==> src/rtl/acum_writeback.sv <==
// acum_writeback: requantize final accumulator sums and stream them out through a small FIFO; optional ReLU under ACUM_WB_RELU_EN
module acum_writeback #(
    parameter int IN_W       = 32,
    parameter int OUT_W      = 8,
    parameter int ROWS       = 16,
    parameter int FIFO_DEPTH = 4,
    parameter int SHIFT_W    = 5
) (
    input  logic               clk,
    input  logic               rst,
    input  logic               start,
    input  logic [SHIFT_W-1:0] cfg_shift,
`ifdef ACUM_WB_RELU_EN
    input  logic               cfg_relu,
`endif
    input  logic               in_valid,
    input  logic [IN_W-1:0]    in_data,
    output logic               in_ready,
    output logic               out_valid,
    output logic [OUT_W-1:0]   out_data,
    output logic               out_last,
    input  logic               out_ready,
    output logic               busy,
    output logic               done,
    output logic               overflow,
    output logic [7:0]         sat_cnt
);
    localparam int AW = $clog2(FIFO_DEPTH);
    localparam int CW = AW + 1;
    localparam int RW = (ROWS > 1) ? $clog2(ROWS) : 1;
    localparam logic signed [IN_W:0] ONE   = 1;
    localparam logic signed [IN_W:0] MAX_V = (IN_W+1)'(2**(OUT_W-1) - 1);
    localparam logic signed [IN_W:0] MIN_V = ~MAX_V;
    typedef enum logic [1:0] {IDLE, ACTIVE, FLUSH} state_t;
    state_t             state_q, state_d;
    logic [SHIFT_W-1:0] shift_q, shift_d;
    logic [RW-1:0]      row_q, row_d;
    logic               s1_valid_q, s1_valid_d;
    logic [OUT_W-1:0]   s1_data_q, s1_data_d;
    logic               s1_last_q, s1_last_d;
    logic [OUT_W:0]     mem_q [FIFO_DEPTH];
    logic [OUT_W:0]     mem_d [FIFO_DEPTH];
    logic [AW-1:0]      wp_q, wp_d, rp_q, rp_d;
    logic [CW-1:0]      cnt_q, cnt_d;
    logic               done_q, done_d;
    logic               ovf_q, ovf_d;
    logic [7:0]         sat_q, sat_d;
`ifdef ACUM_WB_RELU_EN
    logic               relu_q, relu_d;
`endif
    logic signed [IN_W:0] s_ext, rnd, r, rl;
    logic                 big, sat_hi, sat_lo, accept, pop, row_last;
    logic [OUT_W-1:0]     q;
    logic [OUT_W:0]       head;
    assign in_ready  = (state_q == ACTIVE) && ((cnt_q + CW'(s1_valid_q)) < CW'(FIFO_DEPTH));
    assign accept    = in_valid & in_ready;
    assign out_valid = cnt_q != '0;
    assign pop       = out_valid & out_ready;
    assign head      = mem_q[rp_q];
    assign out_data  = out_valid ? head[OUT_W-1:0] : '0;
    assign out_last  = out_valid & head[OUT_W];
    assign busy      = state_q != IDLE;
    assign done      = done_q;
    assign overflow  = ovf_q;
    assign sat_cnt   = sat_q;
    assign row_last  = row_q == RW'(ROWS - 1);
    // Round-half-up arithmetic shift, optional ReLU, then signed clamp to OUT_W
    always_comb begin
        s_ext  = {in_data[IN_W-1], in_data};
        rnd    = (shift_q == '0) ? '0 : ONE << (shift_q - 1'b1);
        big    = 32'(shift_q) >= IN_W;
        r      = big ? $signed({(IN_W+1){in_data[IN_W-1]}}) : (s_ext + rnd) >>> shift_q;
`ifdef ACUM_WB_RELU_EN
        rl     = (relu_q && r[IN_W]) ? '0 : r;
`else
        rl     = r;
`endif
        sat_hi = rl > MAX_V;
        sat_lo = rl < MIN_V;
        q      = sat_hi ? MAX_V[OUT_W-1:0] : sat_lo ? MIN_V[OUT_W-1:0] : rl[OUT_W-1:0];
    end
    // Next-state for the tile FSM, stage-1 register and the first-word-fall-through FIFO
    always_comb begin
        state_d    = state_q;
        shift_d    = shift_q;
        row_d      = row_q;
        ovf_d      = ovf_q;
        sat_d      = sat_q;
        done_d     = 1'b0;
`ifdef ACUM_WB_RELU_EN
        relu_d     = relu_q;
`endif
        s1_valid_d = accept;
        s1_data_d  = q;
        s1_last_d  = row_last;
        mem_d      = mem_q;
        wp_d       = wp_q;
        rp_d       = pop ? rp_q + 1'b1 : rp_q;
        cnt_d      = cnt_q + CW'(s1_valid_q) - CW'(pop);
        if (s1_valid_q) begin
            mem_d[wp_q] = {s1_last_q, s1_data_q};
            wp_d        = wp_q + 1'b1;
        end
        case (state_q)
            IDLE: if (start) begin
                state_d = ACTIVE;
                shift_d = cfg_shift;
                row_d   = '0;
                sat_d   = '0;
                ovf_d   = 1'b0;
`ifdef ACUM_WB_RELU_EN
                relu_d  = cfg_relu;
`endif
            end
            ACTIVE: begin
                if (in_valid && !in_ready) ovf_d = 1'b1;
                if (accept) begin
                    row_d   = row_last ? '0 : row_q + 1'b1;
                    sat_d   = ((sat_hi || sat_lo) && sat_q != 8'hFF) ? sat_q + 8'd1 : sat_q;
                    state_d = row_last ? FLUSH : ACTIVE;
                end
            end
            FLUSH: if (!s1_valid_q && cnt_q == '0) begin
                state_d = IDLE;
                done_d  = 1'b1;
            end
            default: state_d = IDLE;
        endcase
    end
    // Single register bank; reset discards any in-flight tile
    always_ff @(posedge clk) begin
        if (rst) begin
            state_q    <= IDLE;
            shift_q    <= '0;
            row_q      <= '0;
            s1_valid_q <= 1'b0;
            s1_data_q  <= '0;
            s1_last_q  <= 1'b0;
            mem_q      <= '{default: '0};
            wp_q       <= '0;
            rp_q       <= '0;
            cnt_q      <= '0;
            done_q     <= 1'b0;
            ovf_q      <= 1'b0;
            sat_q      <= '0;
`ifdef ACUM_WB_RELU_EN
            relu_q     <= 1'b0;
`endif
        end else begin
            state_q    <= state_d;
            shift_q    <= shift_d;
            row_q      <= row_d;
            s1_valid_q <= s1_valid_d;
            s1_data_q  <= s1_data_d;
            s1_last_q  <= s1_last_d;
            mem_q      <= mem_d;
            wp_q       <= wp_d;
            rp_q       <= rp_d;
            cnt_q      <= cnt_d;
            done_q     <= done_d;
            ovf_q      <= ovf_d;
            sat_q      <= sat_d;
`ifdef ACUM_WB_RELU_EN
            relu_q     <= relu_d;
`endif
        end
    end
endmodule

==> config.mk <==
export PLATFORM = sky130hd
export DESIGN_NAME = acum_writeback
export DESIGN_NICKNAME = d
export VERILOG_FILES = /design/src/rtl/acum_writeback.sv
export SDC_FILE = /design/constraint.sdc
export NUM_CORES = 1
export LEC_CHECK = 0
export ABC_AREA = 1
export CORE_MARGIN = 4
export CORE_UTILIZATION = 55
export DETAILED_ROUTE_END_ITERATION = 6
export PLACE_DENSITY = 0.76
export SLEW_MARGIN = 20
export SYNTH_ARGS = -nofsm -noshare
export SYNTH_HDL_FRONTEND = slang
export SYNTH_SLANG_ARGS = --single-unit
==> constraint.sdc <==
create_clock -name clk -period 4.9 [get_ports clk]
set_clock_uncertainty 0.05 [all_clocks]
set_input_delay 0.98 -clock clk [delete_from_list [all_inputs] [get_ports clk]]
set_output_delay 0.98 -clock clk [all_outputs]
set_load 0.03 [all_outputs]
==> impl_metrics.ini, run 1 <==
[route]
drt_iter0_markers = 1057
wl_um = 26600
vias = 10170
drtPass1Iterations = 6
drcViolationCount = 0
wl_per_cell_um = 14.1
viasPerCell = 5.40
drtAntennaViolNets = 0

[cells_and_area]
fin_area_sq_um = 9960
final_common_cell = nand2_1
nets = 1755
mostFrequentLayoutCells = nand2_1 (490), nand3_1 (272), nor2_1 (219)
area_growth_pct = 14.2
drive_above_1_share = 0.0878
fill_cells = 1580
antenna_cells = 0

[place]
place_congestion = 0.990
pre_cts_ws_ns = 0.123
dpl.hpwl_um = 21400
portBuffers = 63
postPlaceCellArea_sq_um = 9540

[timing]
post-route-period-util = 0.916
layout_min_cycle_time_ns = 4.49
timing.hold.ws_ns = 0.417
setup_ws_ns = 0.413
slew-limit-headroom = 0.521
tightest_slew_ns = 0.718
finalHoldViolCount = 0
setup_viol = 0
drv_slew = 0
max_freq_mhz = 223

[synthesis]
avgSynthCellArea_sq_um = 5.37
syn_nets = 1710
synth-seq-cells = 74
yosysSeqAreaShare = 0.170
ys_async_sr_fraction = 0
ys_types = 41
synth_flop_cell = dfxtp_1
synth_warnings = 0
synth_edf_count = 0
syn-cell-area_sq_um = 8720
syn_inst = 1625

[grt]
grt_pass1_vias = 8920
grt_pass1_wl_um = 43800
overflow = 0
grt.total_usage = 0.294
grt_antenna_before_repair = 0
grt_max_degree = 45

[clocking]
clkSinkCount = 74
cts_max_level = 3
cts_root_buffer = clkbuf_16
cts_buffers = 9
clk_path_buf_depth = 2
insertion_delay_ns = 0.34
cts_tree = done
ctsHoldBuffers = 0
clkTransAtPathRegs_ns = 0.06

[floorplanning]
rows = 45
ios = 64
die-area_sq_um = 17900
die_x_um = 134
start_util = 0.567
coreArea_sq_um = 15400
fp.dieH_um = 134

[power_and_ir_drop]
power_mw = 4.05
ir_worst_vdd_v = 0.000203
power_density_nw_per_um2 = 407
p_leak_nw = 5.04

[setup_path]
setup.worst_path.start = shift_q[0]$_SDFFE_PP0P_
slowest_delay_ns = 0.37
endpoint_kind = flip-flop
cp.arrival_ns = 4.66
required_ns = 5.07
r2r_start = shift_q[0]$_SDFFE_PP0P_
crit_type = flip-flop to flip-flop
critPathMostFrequentCell = nand2_1
cp_slowest_cell = dfxtp_1
crit_path_max_fanout = 9
critPathLaunchType = flip-flop

[hold_path]
min_from = overflow$_SDFFE_PP0P_
hold_path.class = flip-flop to flip-flop

[run]
maxCapViolCount = 0

[status]
run_status = finished clean
layout make-up:
type	instances	area, sq um	share of cell area
Multi-Input combinational cell	1292	6310	0.634
Sequential cell	74	1480	0.149
Timing Repair Buffer	90	841	0.0844
Inverter	202	758	0.0761
Tap cell	211	264	0.0265
Clock buffer	11	243	0.0244
Clock inverter	4	51.3	0.00515
Timing Repair inverter	1	7.51	0.000754
Yosys cell counts (all sizes together), types with 5 or more instances:
master  count  area, sq um
a21oi      58          302
clkinv      7         26.3
buf        34          169
ha         42          526
xor2       11         96.3
nand2     523         2050
nor3       13         75.1
clkbuf     23         86.3
inv       195          732
nand3     301         1630
dfxtp      74         1480
nor2      235          907
nand4       5         31.3
o21ai      74          370
worst paths after layout:
check | end | slack [ns] | cells after the start
max reg2reg | sat_cnt[1]$_SDFFE_PP0P_ | 0.41 | 36
min reg2reg | overflow$_SDFFE_PP0P_ | 0.42 | 2
max | sat_cnt[1]$_SDFFE_PP0P_ | 0.41 | 36
min | overflow$_SDFFE_PP0P_ | 0.42 | 2
critical path, delay by kind of cell, from the launching register on:
| family | cells | cell delay, ns |
|---|---|---|
| flip-flops | 1 | 0.37 |
| AND/OR/NAND/NOR | 31 | 3.30 |
| adder cells (fa/ha/maj) | 1 | 0.23 |
| buffers and inverters | 4 | 0.44 |
report_power, final:
part	total (mW)	switching, mW	internal [mW]
Clock	0.651	0.245	0.406
Sequential	0.769	0.0901	0.679
Combinational	2.63	1.75	0.879
Total	4.05	2.09	1.96
what timing repair did:
action | in CTS | in global routing
setup endpoints to repair | 0 | 16
buffers inserted | 0 | 3
resized for setup | 0 | 32
metrics by stage:
step | util | cells | TNS [ns]
finish | 0.648 | 1885 | 0
global route | 0.648 | 1885 | -0.0513
CTS | 0.640 | 1881 | 0
detailed placement | 0.621 | 1866 | 0
global placement | 0.621 | 1866 | 0
floorplan | - | 1625 | 0
per-layer routing:
| layer | global-route usage | vias to the layer above | routed length, um |
|---|---|---|---|
| met5 | 0 | - | 0 |
| met4 | 0.0611 | 0 | 367 |
| met3 | 0.0341 | 32 | 1940 |
| met2 | 0.465 | 364 | 11500 |
| met1 | 0.430 | 4485 | 12800 |
| li1 | - | 5289 | - |
registers in the layout, summed over array words and instances, names as in the netlist:
name        count
cnt_q           3
state_q         2
row_q           4
mem_q          36
overflow        1
s1_valid_q      1
s1_last_q       1
wp_q            2
rp_q            2
shift_q         5
s1_data_q       8
done            1
sat_cnt         8
kinds of logic after synthesis:
kind of cell	count (synthesis)	synth area share
AO/OA/AOI/OAI	142	0.0854
AND/OR/NAND/NOR	1091	0.550
adder cells (fa/ha/maj)	43	0.0626
buffers and inverters	259	0.116
flip-flops	74	0.170
other	1	0.000430
XOR/XNOR	15	0.0151
(Power assumes the default switching activity.)
==> run 2, diff against run 1 <==
clock period = 5.05 ns   (was 4.9 ns; I/O delays follow)
==> impl_metrics.ini, run 2 (same netlist as run 1, synthesis figures left out) <==
[grt]
grt_antenna_before_repair = 0
grt_pass1_wl_um = 44200
overflow = 0
grt_max_degree = 46
grt.total_usage = 0.296
grt_pass1_vias = 9161

[floorplanning]
coreArea_sq_um = 15400
rows = 45
die-area_sq_um = 17900
fp.dieH_um = 134
start_util = 0.567
die_x_um = 134
ios = 64

[clocking]
cts_tree = done
clkSinkCount = 74
clk_path_buf_depth = 2
ctsHoldBuffers = 0
cts_max_level = 3
insertion_delay_ns = 0.33
clkTransAtPathRegs_ns = 0.06
cts_root_buffer = clkbuf_16
cts_buffers = 9

[route]
topRoutingLayerUsed = met4
drcViolationCount = 0
drt-met1-wl_um = 12700
vias = 10168
wl_met2_um = 11500
wl_um = 26400
drtAntennaViolNets = 0
wl_per_cell_um = 14.0
met3WireLength_um = 1770
viasPerCell = 5.41
drt_iter0_markers = 1063
drtPass1Iterations = 6

[power_and_ir_drop]
power_density_nw_per_um2 = 398
power_mw = 3.97
comb_power_share = 0.642
clockPowerShare = 0.170
p_sw_mw = 2.03
ir_worst_vdd_v = 0.000257
p_leak_nw = 5.04
switching_share = 0.510
pwr-share-seq = 0.188
internal_power_mw = 1.95

[setup_path]
rr_endpoint = sat_cnt[4]$_SDFFE_PP0P_
cp_slowest_cell = fa_1
r2r_setup_slack_ns = 0.40
cp_top_family = simple AND/OR/NAND/NOR gates
crit_path_max_fanout = 9
cp.arrival_ns = 4.85
critPathMostFrequentCell = nand2_1
endpoint_kind = flip-flop
worstRegToRegCells = 39
cp_num_buf_inv = 6
slowest_delay_ns = 0.40
critPathLaunchType = flip-flop
required_ns = 5.25
crit_type = flip-flop to flip-flop
r2r_start = shift_q[0]$_SDFFE_PP0P_

[hold_path]
min_path_cells = 2
min_to = overflow$_SDFFE_PP0P_
hold_path.class = flip-flop to flip-flop
min_from = overflow$_SDFFE_PP0P_

[cells_and_area]
regMostFlops = mem_q
largest_register_ff_count = 36
fill_cells = 1567
antenna_cells = 0
mostFrequentLayoutCells = nand2_1 (487), nand3_1 (270), nor2_1 (219)
final_common_cell = nand2_1
area_growth_pct = 14.5
drive_above_1_share = 0.0862
nets = 1751

[timing]
post-route-period-util = 0.921
tightest_slew_ns = 0.872
finalHoldViolCount = 0
max_freq_mhz = 215
slew-limit-headroom = 0.417
layout_min_cycle_time_ns = 4.65
setup_viol = 0
drv_slew = 0
setup_ws_ns = 0.399

[place]
place_congestion = 0.950
pre_cts_ws_ns = 0.124
portBuffers = 63
dpl.hpwl_um = 21300

[status]
run_status = finished clean

[run]
maxCapViolCount = 0
run 2: changes by cell type in the layout (fill, tap and decap cells not counted), sizes merged:
cell / before / now
buf: 27 / 23
clkbuf: 11 / 9
bufinv: 1 / 2
clkinv: 8 / 9
run 2: per-stage QoR:
step | setup TNS [ns] | cell area (sq um) | util | hold WS [ns] | cells
after floorplan | 0 | 8720 | - | 0.399 | 1625
after detailed placement | 0 | 9490 | 0.617 | 0.415 | 1859
after CTS | 0 | 9800 | 0.638 | 0.424 | 1874
final | 0 | 9980 | 0.649 | 0.421 | 1881
after global placement | 0 | 9490 | 0.617 | 0.406 | 1859
after global routing | -0.0937 | 9980 | 0.649 | 0.433 | 1881
run 2: tightest hold or removal path: cells and delay by family (launching register included):
family / cells / cell delay, ns
compound gates: 1 / 0.06
flops: 1 / 0.31
simple gates: 1 / 0.06
run 2: power by group through the flow:
stage                     logic (mW)  registers [mW]  clock network (mW)
after floorplan                 1.84           0.729                   0
after global placement          2.42           0.751                   0
after detailed placement        2.43           0.753                   0
after CTS                       2.44           0.741               0.687
after global routing            2.86           0.758               0.710
final                           2.55           0.747               0.676
run 2: metal layers:
metal / vias to the layer above / track usage
met5: - / 0
met4: 0 / 0.0640
met3: 43 / 0.0413
met2: 376 / 0.467
met1: 4471 / 0.429
li1: 5278 / -
run 2: layout make-up:
class                      instances  area, sq um  area share
multi-input combinational       1292         6330       0.634
inverter                         202          758      0.0760
timing repair buffer              86          827      0.0829
sequential                        74         1480       0.149
clock buffer                       9          225      0.0226
tap                              211          264      0.0265
timing repair inverter             1         7.51    0.000752
clock inverter                     6         90.1     0.00903
run 2: what timing repair did:
action                     4_1_cts  5_1_grt
setup buffers                    0        6
setup endpoints to repair        0       16
resized for setup                0       38
run 2: how the worst max path moves through the flow:
stage,from,end,slack (ns),depth (start not counted)
after detailed placement,in_data[0],sat_cnt[4]$_SDFFE_PP0P_,0.12,33
final,shift_q[0]$_SDFFE_PP0P_,sat_cnt[4]$_SDFFE_PP0P_,0.40,39
after global routing,shift_q[0]$_SDFFE_PP0P_,sat_cnt[6]$_SDFFE_PP0P_,-0.02,39
after floorplan,shift_q[0]$_SDFFE_PP0P_,sat_cnt[1]$_SDFFE_PP0P_,0.68,42
after global placement,in_data[0],sat_cnt[1]$_SDFFE_PP0P_,0.20,34
after CTS,shift_q[0]$_SDFFE_PP0P_,sat_cnt[4]$_SDFFE_PP0P_,0.22,39
